`config.mk`:
```
export PLATFORM = sky130hd
export DESIGN_NAME = main_memory_line_interface
export DESIGN_NICKNAME = d
export VERILOG_FILES = /design/src/rtl/main_memory_pkg.sv /design/src/rtl/main_memory_line_interface.sv
export SDC_FILE = /design/constraint.sdc
export NUM_CORES = 1
export LEC_CHECK = 0
export ABC_AREA = 1
export CORE_MARGIN = 3
export CORE_UTILIZATION = 44
export CTS_BUF_LIST = sky130_fd_sc_hd__clkbuf_4 sky130_fd_sc_hd__clkbuf_8
export DETAILED_ROUTE_END_ITERATION = 7
export PLACE_DENSITY_LB_ADDON = 0.08
export SYNTH_ARGS = -nofsm -noshare
export SYNTH_HDL_FRONTEND = slang
export SYNTH_SLANG_ARGS = --single-unit
```
`constraint.sdc`:
```
create_clock -name clock -period 1.9 [get_ports clock]
set_clock_uncertainty 0.15 [all_clocks]
set_input_delay 0.38 -clock clock [delete_from_list [all_inputs] [get_ports clock]]
set_output_delay 0.38 -clock clock [all_outputs]
set_load 0.02 [all_outputs]
```
`src/rtl/main_memory_pkg.sv`:
```
// rtl/main_memory_pkg.sv - shared FSM encoding and width helper for the line interface
package main_memory_pkg;

  typedef enum logic [2:0] {
    ST_IDLE    = 3'd0,
    ST_READ    = 3'd1,
    ST_DRAIN   = 3'd2,
    ST_WRITE   = 3'd3,
    ST_RESPOND = 3'd4
  } state_e;

  function automatic int log2_ceil(input int value);
    int r;
    r = 0;
    for (int i = 0; i < 31; i++) begin
      if ((1 << i) < value) r = i + 1;
    end
    return r;
  endfunction

endpackage

```
`src/rtl/main_memory_line_interface.sv`:
```
// rtl/main_memory_line_interface.sv - serializes cache-line requests into single-word BRAM accesses
module main_memory_line_interface
  import main_memory_pkg::*;
#(
  parameter int DATA_WIDTH     = 32,
  parameter int ADDR_WIDTH     = 8,
  parameter int WORDS_PER_LINE = 4
) (
  input  logic                               clock,
  input  logic                               reset,
  input  logic                               req_valid,
  output logic                               req_ready,
  input  logic                               req_write,
  input  logic [ADDR_WIDTH-1:0]              req_address,
  input  logic [DATA_WIDTH*WORDS_PER_LINE-1:0] req_data,
  output logic                               resp_valid,
  input  logic                               resp_ready,
  output logic                               resp_write,
  output logic [DATA_WIDTH*WORDS_PER_LINE-1:0] resp_data,
  output logic                               bram_readEnable,
  output logic                               bram_writeEnable,
  output logic [ADDR_WIDTH-1:0]              bram_address,
  output logic [DATA_WIDTH-1:0]              bram_writeData,
  input  logic [DATA_WIDTH-1:0]              bram_readData
);

  localparam int OFFSET_BITS = log2_ceil(WORDS_PER_LINE);
  localparam logic [OFFSET_BITS-1:0] LAST_CNT    = OFFSET_BITS'(WORDS_PER_LINE - 1);
  localparam logic [ADDR_WIDTH-1:0]  OFFSET_MASK = ADDR_WIDTH'(WORDS_PER_LINE - 1);

  typedef logic [WORDS_PER_LINE-1:0][DATA_WIDTH-1:0] line_t;

  state_e                 state_q, state_d;
  logic [OFFSET_BITS-1:0] cnt_q, cnt_d;
  logic [ADDR_WIDTH-1:0]  base_q, base_d;
  logic                   write_q, write_d;
  line_t                  wline_q, wline_d;
  line_t                  rline_q, rline_d;

  logic                   accept;
  logic                   cnt_last;
  logic [OFFSET_BITS-1:0] slot_prev;
  logic [ADDR_WIDTH-1:0]  word_addr;

  assign req_ready = (state_q == ST_IDLE) && reset;
  assign accept    = req_valid && req_ready;
  assign cnt_last  = (cnt_q == LAST_CNT);
  assign slot_prev = cnt_q - OFFSET_BITS'(1);
  // Base has its offset field cleared, so OR-ing the counter never carries out of the line.
  assign word_addr = base_q | ADDR_WIDTH'(cnt_q);

  always_ff @(posedge clock or negedge reset) begin
    if (!reset) begin
      state_q <= ST_IDLE;
    end else begin
      state_q <= state_d;
    end
  end

  always_comb begin
    state_d = state_q;
    case (state_q)
      ST_IDLE: begin
        if (accept) state_d = req_write ? ST_WRITE : ST_READ;
      end
      ST_READ: begin
        if (cnt_last) state_d = ST_DRAIN;
      end
      ST_DRAIN: begin
        state_d = ST_RESPOND;
      end
      ST_WRITE: begin
        if (cnt_last) state_d = ST_RESPOND;
      end
      ST_RESPOND: begin
        if (resp_ready) state_d = ST_IDLE;
      end
      default: begin
        state_d = ST_IDLE;
      end
    endcase
  end

  always_comb begin
    resp_valid       = 1'b0;
    bram_readEnable  = 1'b0;
    bram_writeEnable = 1'b0;
    bram_address     = '0;
    bram_writeData   = '0;
    case (state_q)
      ST_READ: begin
        bram_readEnable = 1'b1;
        bram_address    = word_addr;
      end
      ST_WRITE: begin
        bram_writeEnable = 1'b1;
        bram_address     = word_addr;
        bram_writeData   = wline_q[cnt_q];
      end
      ST_RESPOND: begin
        resp_valid = 1'b1;
      end
      default: begin
      end
    endcase
  end

  // Read data lags the issued address by one cycle, so slot k-1 fills while word k is issued.
  always_comb begin
    cnt_d   = cnt_q;
    base_d  = base_q;
    write_d = write_q;
    wline_d = wline_q;
    rline_d = rline_q;
    case (state_q)
      ST_IDLE: begin
        if (accept) begin
          base_d  = req_address & ~OFFSET_MASK;
          write_d = req_write;
          wline_d = line_t'(req_data);
          cnt_d   = '0;
        end
      end
      ST_READ: begin
        if (cnt_q != '0) rline_d[slot_prev] = bram_readData;
        if (!cnt_last) cnt_d = cnt_q + OFFSET_BITS'(1);
      end
      ST_DRAIN: begin
        rline_d[LAST_CNT] = bram_readData;
      end
      ST_WRITE: begin
        if (!cnt_last) cnt_d = cnt_q + OFFSET_BITS'(1);
      end
      default: begin
      end
    endcase
  end

  always_ff @(posedge clock or negedge reset) begin
    if (!reset) begin
      cnt_q   <= '0;
      base_q  <= '0;
      write_q <= 1'b0;
      wline_q <= '0;
      rline_q <= '0;
    end else begin
      cnt_q   <= cnt_d;
      base_q  <= base_d;
      write_q <= write_d;
      wline_q <= wline_d;
      rline_q <= rline_d;
    end
  end

  assign resp_write = write_q;
  assign resp_data  = rline_q;

endmodule

```
# [Yosys cells after proc, flatten, opt, wreduce, memory -nomap -nowiden]
# Cells that the tools add are included.
[totals] word_cells=63 ff_bits=268 in_bits=173 output_inout_bits=173
[classes] reduce_logical=13 muxes=21 magnitude_cmp=3 eq_ne=11 add_sub_neg=2 bitwise=1
[ops] operator="128-bit bitwise mux" n=1
[ops] operator="128-bit 2-to-1 mux" n=1
[ops] operator="32-bit 2-to-1 mux" n=3
[ops] operator="32-bit binary-select mux with 2-bit select" n=1
[ops] operator="32-bit demux with 2-bit select" n=1
[ops] operator="32-bit case mux with 2 select lines" n=1
[ops] operator="3-bit case mux with 5 select lines" n=1
[ops] operator="3-bit 2-to-1 mux" n=4
[ops] operator="2-bit inequality test (second input constant)" n=6
[ops] operator="8-bit 2-to-1 mux" n=1
[ops] operator="8-bit by 2-bit bitwise OR with 8-bit output" n=1
[ops] operator="3-bit by 2-bit equality test with 1-bit output (second input constant)" n=2
[ops] operator="2-bit by 3-bit less-than comparator with 1-bit output (second input constant)" n=2
[ops] operator="2-bit 2-to-1 mux" n=3
[ops] operator="2-bit AND reduction" n=3
[ops] operator="2-bit nonzero test" n=3
[ops] operator="2-bit case mux with 2 select lines" n=1
[ops] operator="4-bit AND reduction" n=1
[ops] operator="3-bit by 1-bit equality test with 1-bit output (second input constant)" n=1
[ops] operator="3-bit equality test (second input constant)" n=1
[ops] operator="1-bit logical AND" n=3
[ops] operator="3-bit zero test" n=1
[ops] operator="1-bit 2-to-1 mux" n=3
[ops] operator="3-bit AND reduction" n=1
[ops] operator="other kinds (5)" n=5

# [Longest topological paths before layout]
[depth] depth_word=8 depth_mapped=9

# [Least setup slack after synthesis]
# OpenSTA, ideal clock, no wires.
[synth_timing] kind="register to register" from="register cnt_q[1]" to="register rline_q (netlist bit resp_data[43])" n_path_buf=3 path_stages_with_launch=10 required_time_ns=1.631 path_slack_ns=-0.135 setup_ns=0.119 arrival_ns=1.766 path_cell_list="dfrtp_1 > buf_2 > clkinv_1 > clkbuf_1 > ha_1 > inv_1 > nand3_4 > buf_2 > nand2_1 > o21ai_2"
[synth_via] elab_chain_cells=6 word_cells_on_any_way=9 classes_between="1 x add/sub; 2 x order compare; 3 x mux; 3 x reduce/logical"
[synth_lines] element="from (decl)" line="main_memory_line_interface.sv:34" rtl="logic [OFFSET_BITS-1:0] cnt_q, cnt_d;"
[synth_lines] element="from (signal assigned)" line="main_memory_line_interface.sv:147" rtl="cnt_q <= cnt_d;"
[synth_lines] element="2-bit by 1-bit subtractor with 2-bit output" line="main_memory_line_interface.sv:48" rtl="assign slot_prev = cnt_q - OFFSET_BITS'(1);"
[synth_lines] element="2-bit by 3-bit less-than comparator with 1-bit output (implied by the code) or 2-bit by 1-bit >= comparator with 1-bit output (tied branches)" line="main_memory_line_interface.sv:125" rtl="if (cnt_q != '0) rline_d[slot_prev] = bram_readData;"
[synth_lines] element="1-bit logical AND (implied by the code)" line="main_memory_line_interface.sv:125"
[synth_lines] element="32-bit 2-to-1 mux (implied by the code)" line="main_memory_line_interface.sv:125"
[synth_lines] element="32-bit demux with 2-bit select" line="main_memory_line_interface.sv:125"
[synth_lines] element="128-bit bitwise mux" line="main_memory_line_interface.sv:125"
[synth_lines] element="to (signal assigned)" line="main_memory_line_interface.sv:151" rtl="rline_q <= rline_d;"
[synth_lines] element="to (decl)" line="main_memory_line_interface.sv:38" rtl="line_t rline_q, rline_d;"
# Several ways; a longest one is shown, not always the timed one.
# A chain may end at the register's enable or synchronous reset.

# [Worst setup path after layout]
[layout_timing] from="register cnt_q[1]" to="output bram_writeData[29]"
[layout_via] elab_chain_cells=3
[layout_lines] element="32-bit binary-select mux with 2-bit select" line="main_memory_line_interface.sv:98" rtl="bram_writeData = wline_q[cnt_q];"
[layout_lines] element="32-bit 2-to-1 mux (implied by the code)" line="main_memory_line_interface.sv:98"
[layout_lines] element="32-bit 2-to-1 mux" line="main_memory_line_interface.sv:90" rtl="case (state_q)"
[layout_lines] element="to (decl)" line="main_memory_line_interface.sv:23" rtl="output logic [DATA_WIDTH-1:0] bram_writeData,"
# Every way passes these cells. The select of a mux whose other input is x is not followed.

==> metrics <==
Overflow after GRT 0; post-layout util 71.40%; syn avg cell area 8.635 µm²; first-pass GRT wire length 52870 µm; clock sink count 268; final setup violation count 140; Slew @ Worst Pin 0.9041 ns; die height 167.0 µm; CP Max Fanout 7; largest net degree at the start of global routing 175; CTS buffer count 45; latest clock arrival within the worst-skew pair 0.54 ns; # H-tree levels 2; Post-Syn Area 11410 µm²; HP Class input port to flop; starting density of the core 45.04%; Slew Limit Headroom 39.73%; worst hold slack 0.1926 ns; overall via count from detail_route 10339; ANT cells 0; Placer Congestion 0.7995; Final Max Tran Viols 0; Fin. Hold Viols 0; Main synth FF type dfrtp_1; share of cells above drive strength 1 23.60%; NumNets Final 1909; crit path DAT 1.86 ns; WP buf/inv 4; CTS Buffer Depth 3; first-pass detailed-route iteration total 5; Yosys top cell by area dfrtp_1; sequential area share after synthesis 58.79%; cell repeated most along the worst path buf_12; violated checks negative setup slack; Cell variety after synth 23; port bufs 343; max frequency 418.9 MHz; Startpoint Class flop; Mapped Cells 1321; slowest stage delay, CP 0.41 ns; vias in the first global route 9880; Async S/R FF share, synth 100.0%; Max-cap violations 0; DRC Markers 0; P&R area growth vs syn 58.53%; P per Cell Area 1586 nW/µm²; Clock Tree Root clkbuf_8; Post-DP HPWL 21680 µm; CTS tree done; total core area 25330 µm²; fin crit share 125.6%; crit end category primary output; RSZ-0062 raised after global routing true; Row Count 58; Synth Register Bits 268; area share of the largest cell type after synthesis 58.79%; leakage power 0.008834 µW; Post-synth EDFFs 0; top area cells in the synthesized netlist dfrtp_1 59%, nand2_1 8.8%, o21ai_0 7.3%; DP Worst Slack -0.4338 ns; GRT Util Overall 23.30%; Top Family by Delay on Critical Path buffers and inverters; worst setup margin -0.4872 ns; synth warn 0; # IOs 346; status complete, but fails checks; 1st-iter DRT viols 815; DRT antenna net count 0; Clock transition at path regs 0.06 ns; worst vdd ir 0.0007784 V; antenna violations before repair 1; top cells by count, synth 268 x dfrtp_1, 266 x nand2_1, 176 x inv_1, 167 x o21ai_0, 151 x o21ai_1; Routed WL 35360 µm; Routed WL per cell 16.86 µm; critical-path cell list clkinv_4 -> buf_12 -> buf_12 -> nor2_1 -> o21ai_0 -> a21oi_1 -> buf_2; chip width 167.0 µm; worst endpoint required time 1.37 ns; Fin Setup TNS -30.76 ns; Worst path slowest cell dfrtp_1; routed vias/inst 4.930; die area 27890 µm²; fillers 1989; Syn Nets 1499; most common cell in the netlist dfrtp_1; Final min period 2.387 ns; WS Path Type flop to primary output
## flip-flops by register name (all words and copies together), names as in the netlist
| signal | count |
|---|---|
| wline_q | 128 |
| state_q | 3 |
| resp_write | 1 |
| base_q | 6 |
| cnt_q | 2 |
| resp_data | 128 |
## path summary, 6_finish.rpt
path / startpoint / to / slack [ns] / depth (start not counted)
setup reg to reg: cnt_q[1] / resp_data[32] / -0.25 / 12
min in group asynchronous: reset / state_q[2] / 0.43 / 3
hold / removal: reset / state_q[0] / 0.19 / 4
setup / recovery: cnt_q[1] / bram_writeData[29] / -0.49 / 7
hold reg to reg: wline_q[51] / wline_q[51] / 0.33 / 2
max in group asynchronous: reset / resp_data[99] / 0.34 / 3
## metrics by stage
stage               cells  total power [µW]  cell area, µm²
floorplan            1321             15870           11430
global route         2097             30590           18080
finish               2097             28690           18080
global placement     1959             21150           15480
detailed placement   1959             21450           15480
CTS                  2074             27430           17120
## power by group
part | internal [µW] | leakage [µW] | switching [µW] | total [µW]
combinational | 5830 | 0.00515 | 7200 | 13000
sequential | 8370 | 0.00315 | 1740 | 10100
clock | 3260 | 0.000537 | 2290 | 5550
total | 17500 | 0.00883 | 11200 | 28700
## per-layer routing
metal | global-route usage [%] | part of all wire, % | wire, µm
met1 | 31.72 | 42 | 14710
met2 | 37.98 | 49 | 17230
met3 | 4.510 | 6.5 | 2301
met4 | 7.461 | 3.1 | 1110
met5 | 0 | 0.037 | 13
## final cells by class
| class | count | area (µm²) | area share (%) |
|---|---|---|---|
| sequential | 268 | 6708 | 37.09 |
| multi-input combinational | 794 | 4382 | 24.23 |
| tap | 330 | 412.9 | 2.283 |
| clock buffer | 81 | 996.0 | 5.508 |
| clock inverter | 2 | 12.51 | 0.06919 |
| inverter | 180 | 690.7 | 3.819 |
| timing repair buffer | 442 | 4882 | 27.00 |
## worst register-to-register path, delay by kind of cell, from the launching register on
| kind | cells | cell delay, ns |
|---|---|---|
| simple gates | 2 | 0.17 |
| buf+inv | 8 | 1.08 |
| flops | 1 | 0.41 |
| compound gates | 1 | 0.07 |
| fa+ha+maj | 1 | 0.15 |
## cells by family (layout without fill, tap and decap cells)
family                   Yosys count  in the layout  share of synthesized area [%]
AND/OR/NAND/NOR                  426            426                          14.80
adder cells (fa/ha/maj)            5              5                         0.5484
buffers and inverters            259            705                          9.740
flip-flops                       268            268                          58.79
AO/OA/AOI/OAI                    363            363                          16.12
## repair_timing
item / CTS / global route
endpoints found under the setup margin: 192 / 241
cloned: 10 / 14
hold buffers: 1 / 0
pin swaps: 34 / 21
resized for setup: 478 / 177
hold endpoints to repair: 268 / 0
setup buffers: 21 / 11
## placed cells by master (no fill, tap or decap), types with 2 or more instances in the layout
cell and count:
nand2_2 36, buf_8 4, o21ai_0 120, buf_16 10, inv_2 3, nand3_2 3, buf_4 48, inv_4 2
nand3_4 3, clkbuf_8 62, buf_6 35, clkbuf_16 11, nor2_2 21, a21oi_1 21, nor2_4 15, clkbuf_4 19
buf_12 34, nand2_4 37, inv_1 173, clkdlybuf4s50_1 169, dfrtp_1 267, nor2_1 112, o21ai_2 43, nand2_1 194
a21oi_2 18, ha_4 2, ha_1 2, o21ai_1 161, dlygate4sd2_1 129
(Power assumes the default switching activity.)
